--- src/rtl/wfg_stim_mem_pkg.sv ---
// Shared types and constants for the stimulus-memory waveform generator.
package wfg_stim_mem_pkg;

  typedef enum logic [1:0] {
    ST_IDLE   = 2'd0,
    ST_FETCH  = 2'd1,
    ST_OUTPUT = 2'd2
  } state_t;

  // Gain is unsigned 8.8 fixed point
  localparam int GAIN_W      = 16;
  localparam int GAIN_FRAC_W = 8;
  localparam int INC_W       = 8;

  localparam logic [GAIN_W-1:0] GAIN_UNITY = 16'h0100;

endpackage

--- src/rtl/wfg_stim_mem_if.sv ---
// Memory read port plus AXI-Stream output of the stimulus-memory generator.
interface wfg_stim_mem_if #(
  parameter int AXIS_DATA_WIDTH = 32,
  parameter int MEM_ADDR_WIDTH  = 16
);

  logic                       mem_req_o;
  logic [MEM_ADDR_WIDTH-1:0]  mem_addr_o;
  logic                       mem_ack_i;
  logic [AXIS_DATA_WIDTH-1:0] mem_data_i;

  logic                       wfg_axis_tready_i;
  logic                       wfg_axis_tvalid_o;
  logic                       wfg_axis_tlast_o;
  logic [AXIS_DATA_WIDTH-1:0] wfg_axis_tdata_o;

  // Generator side: issues reads, produces the stream
  modport master (
    output mem_req_o,
    output mem_addr_o,
    input  mem_ack_i,
    input  mem_data_i,
    input  wfg_axis_tready_i,
    output wfg_axis_tvalid_o,
    output wfg_axis_tlast_o,
    output wfg_axis_tdata_o
  );

  // Environment side: memory plus stream consumer
  modport slave (
    input  mem_req_o,
    input  mem_addr_o,
    output mem_ack_i,
    output mem_data_i,
    output wfg_axis_tready_i,
    input  wfg_axis_tvalid_o,
    input  wfg_axis_tlast_o,
    input  wfg_axis_tdata_o
  );

endinterface

--- src/rtl/wfg_stim_mem_scale.sv ---
// Combinational unsigned gain: (data * gain) >> FRAC_W, saturating to all-ones.
module wfg_stim_mem_scale
  import wfg_stim_mem_pkg::*;
#(
  parameter int DATA_W = 32,
  parameter int G_W    = GAIN_W,
  parameter int FRAC_W = GAIN_FRAC_W
) (
  input  logic [DATA_W-1:0] data,
  input  logic [G_W-1:0]    gain,
  output logic [DATA_W-1:0] scaled
);

  localparam int PROD_W  = DATA_W + G_W;
  localparam int SHIFT_W = PROD_W - FRAC_W;

  // Any bit above DATA_W after the fraction is dropped means overflow
  function automatic logic [DATA_W-1:0] sat_shift(input logic [PROD_W-1:0] prod);
    logic [SHIFT_W-1:0] shifted;
    shifted = prod[PROD_W-1:FRAC_W];
    if (|shifted[SHIFT_W-1:DATA_W]) begin
      return '1;
    end
    return shifted[DATA_W-1:0];
  endfunction

  logic [PROD_W-1:0] product;

  assign product = PROD_W'(data) * PROD_W'(gain);
  assign scaled  = sat_shift(product);

endmodule

--- src/rtl/wfg_stim_mem.sv ---
// Sweeps a memory address range, scales each read word and streams it out.
module wfg_stim_mem
  import wfg_stim_mem_pkg::*;
#(
  parameter int AXIS_DATA_WIDTH = 32,
  parameter int MEM_ADDR_WIDTH  = 16
) (
  input  logic                      clk,
  input  logic                      rst,
  input  logic                      ctrl_en_q_i,
  input  logic [MEM_ADDR_WIDTH-1:0] cfg_start_q_i,
  input  logic [MEM_ADDR_WIDTH-1:0] cfg_end_q_i,
  input  logic [INC_W-1:0]          cfg_inc_q_i,
  input  logic [GAIN_W-1:0]         cfg_gain_q_i,
  wfg_stim_mem_if.master            bus
);

  state_t state;
  state_t state_next;

  logic [MEM_ADDR_WIDTH-1:0]  addr;
  logic [MEM_ADDR_WIDTH-1:0]  start_q;
  logic [MEM_ADDR_WIDTH-1:0]  end_q;
  logic [INC_W-1:0]           inc_q;
  logic [GAIN_W-1:0]          gain_q;

  logic [AXIS_DATA_WIDTH-1:0] tdata_p1;
  logic                       tlast_p1;
  logic [AXIS_DATA_WIDTH-1:0] scaled;

  logic [MEM_ADDR_WIDTH:0]    addr_sum;
  logic                       last_word;

  logic fetch_done;
  logic out_done;

  assign fetch_done = (state == ST_FETCH)  && bus.mem_ack_i;
  assign out_done   = (state == ST_OUTPUT) && bus.wfg_axis_tready_i;

  // Carry bit catches address wrap; start > end also lands here since addr+inc > end
  assign addr_sum  = {1'b0, addr} + (MEM_ADDR_WIDTH + 1)'(inc_q);
  assign last_word = addr_sum[MEM_ADDR_WIDTH] || (addr_sum[MEM_ADDR_WIDTH-1:0] > end_q);

  wfg_stim_mem_scale #(
    .DATA_W (AXIS_DATA_WIDTH),
    .G_W    (GAIN_W),
    .FRAC_W (GAIN_FRAC_W)
  ) u_scale (
    .data   (bus.mem_data_i),
    .gain   (gain_q),
    .scaled (scaled)
  );

  // State register
  always_ff @(posedge clk) begin
    if (rst) begin
      state <= ST_IDLE;
    end else begin
      state <= state_next;
    end
  end

  // Next-state logic; enable is only looked at between handshakes
  always_comb begin
    state_next = state;
    unique case (state)
      ST_IDLE:   if (ctrl_en_q_i) state_next = ST_FETCH;
      ST_FETCH:  if (bus.mem_ack_i) state_next = ST_OUTPUT;
      ST_OUTPUT: if (bus.wfg_axis_tready_i) state_next = ctrl_en_q_i ? ST_FETCH : ST_IDLE;
      default:   state_next = ST_IDLE;
    endcase
  end

  // Configuration latch, address walk and output data register
  always_ff @(posedge clk) begin
    if (rst) begin
      addr     <= '0;
      start_q  <= '0;
      end_q    <= '0;
      inc_q    <= INC_W'(1);
      gain_q   <= GAIN_UNITY;
      tdata_p1 <= '0;
      tlast_p1 <= 1'b0;
    end else begin
      if (state == ST_IDLE && ctrl_en_q_i) begin
        start_q <= cfg_start_q_i;
        end_q   <= cfg_end_q_i;
        inc_q   <= (cfg_inc_q_i == '0) ? INC_W'(1) : cfg_inc_q_i;
        gain_q  <= cfg_gain_q_i;
        addr    <= cfg_start_q_i;
      end
      if (fetch_done) begin
        tdata_p1 <= scaled;
        tlast_p1 <= last_word;
      end
      if (out_done) begin
        addr <= tlast_p1 ? start_q : addr_sum[MEM_ADDR_WIDTH-1:0];
      end
    end
  end

  // Outputs decoded from state; request and valid are mutually exclusive by construction
  always_comb begin
    bus.mem_req_o         = (state == ST_FETCH);
    bus.mem_addr_o        = addr;
    bus.wfg_axis_tvalid_o = (state == ST_OUTPUT);
    bus.wfg_axis_tlast_o  = tlast_p1;
    bus.wfg_axis_tdata_o  = tdata_p1;
  end

endmodule

--- src/flat_wrapper.sv ---
// flat-port wrapper written by rule: the top's interface ports become plain ports
module wfg_stim_mem_flat import wfg_stim_mem_pkg::*;
#(
  parameter int AXIS_DATA_WIDTH = 32,
  parameter int MEM_ADDR_WIDTH  = 16
)
  (clk, rst, ctrl_en_q_i, cfg_start_q_i, cfg_end_q_i, cfg_inc_q_i, cfg_gain_q_i, bus_mem_req_o, bus_mem_addr_o, bus_mem_ack_i, bus_mem_data_i, bus_wfg_axis_tready_i, bus_wfg_axis_tvalid_o, bus_wfg_axis_tlast_o, bus_wfg_axis_tdata_o);
  wfg_stim_mem_if #(.AXIS_DATA_WIDTH(AXIS_DATA_WIDTH), .MEM_ADDR_WIDTH(MEM_ADDR_WIDTH)) bus_i ();
  input  logic clk;
  input  logic rst;
  input  logic ctrl_en_q_i;
  input  logic [MEM_ADDR_WIDTH-1:0] cfg_start_q_i;
  input  logic [MEM_ADDR_WIDTH-1:0] cfg_end_q_i;
  input  logic [INC_W-1:0] cfg_inc_q_i;
  input  logic [GAIN_W-1:0] cfg_gain_q_i;
  output wire logic [$bits(bus_i.mem_req_o)-1:0] bus_mem_req_o;
  output wire logic [$bits(bus_i.mem_addr_o)-1:0] bus_mem_addr_o;
  input wire logic [$bits(bus_i.mem_ack_i)-1:0] bus_mem_ack_i;
  input wire logic [$bits(bus_i.mem_data_i)-1:0] bus_mem_data_i;
  input wire logic [$bits(bus_i.wfg_axis_tready_i)-1:0] bus_wfg_axis_tready_i;
  output wire logic [$bits(bus_i.wfg_axis_tvalid_o)-1:0] bus_wfg_axis_tvalid_o;
  output wire logic [$bits(bus_i.wfg_axis_tlast_o)-1:0] bus_wfg_axis_tlast_o;
  output wire logic [$bits(bus_i.wfg_axis_tdata_o)-1:0] bus_wfg_axis_tdata_o;
  assign bus_mem_req_o = bus_i.mem_req_o;
  assign bus_mem_addr_o = bus_i.mem_addr_o;
  assign bus_i.mem_ack_i = bus_mem_ack_i;
  assign bus_i.mem_data_i = bus_mem_data_i;
  assign bus_i.wfg_axis_tready_i = bus_wfg_axis_tready_i;
  assign bus_wfg_axis_tvalid_o = bus_i.wfg_axis_tvalid_o;
  assign bus_wfg_axis_tlast_o = bus_i.wfg_axis_tlast_o;
  assign bus_wfg_axis_tdata_o = bus_i.wfg_axis_tdata_o;
  wfg_stim_mem #(.AXIS_DATA_WIDTH(AXIS_DATA_WIDTH), .MEM_ADDR_WIDTH(MEM_ADDR_WIDTH)) u_core (.clk(clk), .rst(rst), .ctrl_en_q_i(ctrl_en_q_i), .cfg_start_q_i(cfg_start_q_i), .cfg_end_q_i(cfg_end_q_i), .cfg_inc_q_i(cfg_inc_q_i), .cfg_gain_q_i(cfg_gain_q_i), .bus(bus_i));
endmodule
--- config.mk ---
export PLATFORM = sky130hd
export DESIGN_NAME = wfg_stim_mem_flat
export DESIGN_NICKNAME = d
export VERILOG_FILES = /design/src/rtl/wfg_stim_mem_pkg.sv /design/src/rtl/wfg_stim_mem_if.sv /design/src/rtl/wfg_stim_mem_scale.sv /design/src/rtl/wfg_stim_mem.sv /design/src/flat_wrapper.sv
export SDC_FILE = /design/constraint.sdc
export NUM_CORES = 1
export LEC_CHECK = 0
export CAP_MARGIN = 20
export CELL_PAD_IN_SITES_DETAIL_PLACEMENT = 0
export CELL_PAD_IN_SITES_GLOBAL_PLACEMENT = 1
export CORE_MARGIN = 2
export CORE_UTILIZATION = 47
export DETAILED_ROUTE_END_ITERATION = 10
export PLACE_DENSITY = 0.87
export SYNTH_ARGS = -nofsm -noshare
export SYNTH_HDL_FRONTEND = slang
export SYNTH_HIERARCHICAL = 1
export SYNTH_SLANG_ARGS = --single-unit
--- constraint.sdc ---
create_clock -name clk -period 7.4 [get_ports clk]
set_input_delay 0.74 -clock clk [delete_from_list [all_inputs] [get_ports clk]]
set_output_delay 0.74 -clock clk [all_outputs]
set_load 0.05 [all_outputs]
==> run metrics <==
status finished, final reports clean; setup ws final 167 ps; Synth warnings 6; Die W 218 µm; P_leak 12.2 nW; startpoint type of the worst setup path input pin; largest net degree at the start of global routing 73; HP Class reg2reg; final period utilization 97.7%; Primary FF master, synth dfxtp_1; CTS tree done; vias per cell 5.28; RD Place Congestion 0.961; Detailed Place HPWL 50100 µm; clock latency on the worst-skew pair 380 ps; final slew viol count 0; Synth Instances 2619; grt total ovfl 0; Min Clock Period, post-route 7230 ps; final hold violation count 0; Slew @ Worst Pin 989 ps; core area 45400 µm²; Post-Place Worst Slack -366 ps; maximum fanout along the worst path 16; Vias 18.4k; ratio of cells with drive above 1 in the final layout 11.9%; H-tree Lvls 3; Final Skew 25.2 ps; global-route wire length before repair 100000 µm; die height 218 µm; Clock Path Buffers 2; Post-Syn Area 21600 µm²; Total GRT Usage 26.5%; Initial Utilization 47.6%; Iter 0 DRT Violations 1166; Tot Pwr 8.11 mW; Power Density 311 nW/µm²; vias in the first global route 19.4k; setup violators final 0; max-slew headroom at the worst pin 33.9%; # DRC 0; Synth Net Count 3271; final wirelength 61700 µm; CTS buffer count 9; Hold WS 454 ps; arrival time worst endpoint 7460 ps; TritonRoute pass-1 iters 5; FMAX 0.138 GHz; dpl cell area 25100 µm²; initial antenna violation count 0; asr flop ratio synth 0%; Clock Sinks 107; crit end category flip-flop; Final nets 3532; sequential area share after synthesis 9.91%; peak supply drop 0.320 mV; row count 78; number of diodes 0; CTS root buffer clkbuf_16; WP data required 7630 ps; area grow syn2layout 20.6%; clock slew at reported path FFs 80 ps; Ports 144; number of synthesized register bits 107; die area 47700 µm²; number of flops mapped to enable cells by yosys 0; Max-Cap Viols 0; fin area 26100 µm²; routed len/inst 17.7 µm; Mean Syn Cell Area 8.25 µm²; critical path class in2reg; Unique masters post-synth 74; IO Port Bufs 143; ANT nets after route 0
layer usage:
| layer | wire [µm] | up-vias | part of all wire, % | global-route usage (%) |
|---|---|---|---|---|
| li1 | - | 8530 | - | - |
| met1 | 27100 | 9145 | 44 | 36.7 |
| met2 | 28600 | 641 | 46 | 42.4 |
| met4 | 1240 | 0 | 2.0 | 6.17 |
| met5 | 0 | - | 0 | 0 |
| met3 | 4720 | 88 | 7.7 | 5.64 |
report_power, final:
| group | total (mW) | internal, mW | switching, mW |
|---|---|---|---|
| Sequential | 0.689 | 0.634 | 0.0548 |
| Combinational | 6.93 | 3.12 | 3.80 |
| Clock | 0.499 | 0.236 | 0.263 |
registers in the layout (all words and copies together), names as in the netlist:
register and cells:
u_core/bus.wfg_axis_tlast_o 1, u_core/inc_q 8, u_core/bus.mem_addr_o 16, u_core/state 2, u_core/bus.wfg_axis_tdata_o 32, u_core/gain_q 16
u_core/end_q 16, u_core/start_q 16
placed cells by master (no fill, tap or decap), types with 21 or more instances in the layout:
master	n
nand3_1	23
xnor2_1	31
inv_1	464
fa_1	412
o21ai_0	33
ha_1	132
nor2_1	50
dfxtp_1	105
and2_1	242
buf_4	220
a21o_1	23
a21oi_1	156
nand2_1	553
xor2_1	21
nand4_1	26
clkdlybuf4s50_1	129
kinds of logic (layout without fill, tap and decap cells):
| kind of cell | Yosys count | count (layout) | share of synthesized area [%] |
|---|---|---|---|
| AO/OA/AOI/OAI | 335 | 335 | 9.63 |
| XOR/XNOR | 53 | 53 | 2.18 |
| adder cells (fa/ha/maj) | 559 | 559 | 46.9 |
| buffers and inverters | 613 | 878 | 10.8 |
| flip-flops | 107 | 107 | 9.91 |
| multiplexers | 4 | 4 | 0.191 |
| AND/OR/NAND/NOR | 948 | 948 | 20.4 |
critical path, stage by stage:
cell and delay [ps]:
clkdlybuf4s50_1 450, buf_12 170, and2_1 160, fa_1 540, inv_1 50, fa_1 470
fa_2 550, inv_1 60, fa_2 490, fa_1 510, inv_1 50, fa_1 480
inv_1 40, ha_1 330, a21o_1 200, a21o_1 160, a221oi_1 330, buf_4 190
o31ai_4 80, a311oi_2 280, xor2_1 190, o21ai_1 130, nor4b_4 230, buf_6 170
clkbuf_16 150, nand2_1 60, nand2_1 90, a21oi_1 70
cell usage after synthesis (4+ instances only):
library cell,number,area [µm²]
inv_1,466,1750
dfxtp_1,107,2140
nor2b_1,4,25.0
buf_2,18,90.1
a311oi_1,6,52.6
a21o_1,23,173
a221oi_1,5,43.8
o21bai_1,7,52.6
nor2_1,51,191
a211oi_1,9,67.6
and3_1,6,37.5
xor2_1,21,184
xnor2_1,31,272
a31oi_1,12,75.1
nand3_1,23,115
o21ai_0,36,180
a21oi_1,166,831
nand2_1,557,2090
nor4_1,5,31.3
clkbuf_1,123,462
o211ai_1,9,67.6
and2_1,242,1510
nand4_1,26,163
o21ai_1,9,45.0
o31ai_1,4,30.0
ha_1,141,1760
fa_1,418,8370
o311a_1,4,40.0
o21a_1,7,52.6
nand2b_1,5,31.3
nor3_1,11,55.1
a21oi_2,6,52.6
worst paths after layout:
path         slack [ps]                              end  cells past startpoint                from
max reg2reg         390  u_core/bus.wfg_axis_tdata_o[28]                     23   u_core/gain_q[13]
min                 450                u_core/start_q[3]                      2   u_core/start_q[3]
max                 170  u_core/bus.wfg_axis_tdata_o[28]                     28  bus_mem_data_i[15]
min reg2reg         450                u_core/start_q[3]                      2   u_core/start_q[3]
timing repair:
item | 4_1_cts | 5_1_grt
endpoints found under the setup margin | 6 | 32
cloned | 0 | 7
hold buffers | 0 | 0
pin swaps | 0 | 40
resized for setup | 1 | 83
setup buffers | 0 | 21
through the flow:
stage,TNS [ps],std cells,util (%)
after floorplan,0,2619,-
after global placement,-7160,3440,55.4
after detailed placement,-10610,3440,55.4
after CTS,0,3455,56.0
after global routing,-791,3484,57.5
final,0,3484,57.5
final cells by class:
class                   instances  area, µm²
clock buffers                   9        225
multi-input cells            1899      17400
clock inverters                 6       61.3
flip-flops and latches        107       2140
fillers                      4101      19300
well taps                     600        751
inverters                     467       1750
repair buffers                396       3690
Power figures use the tool's default switching activity.
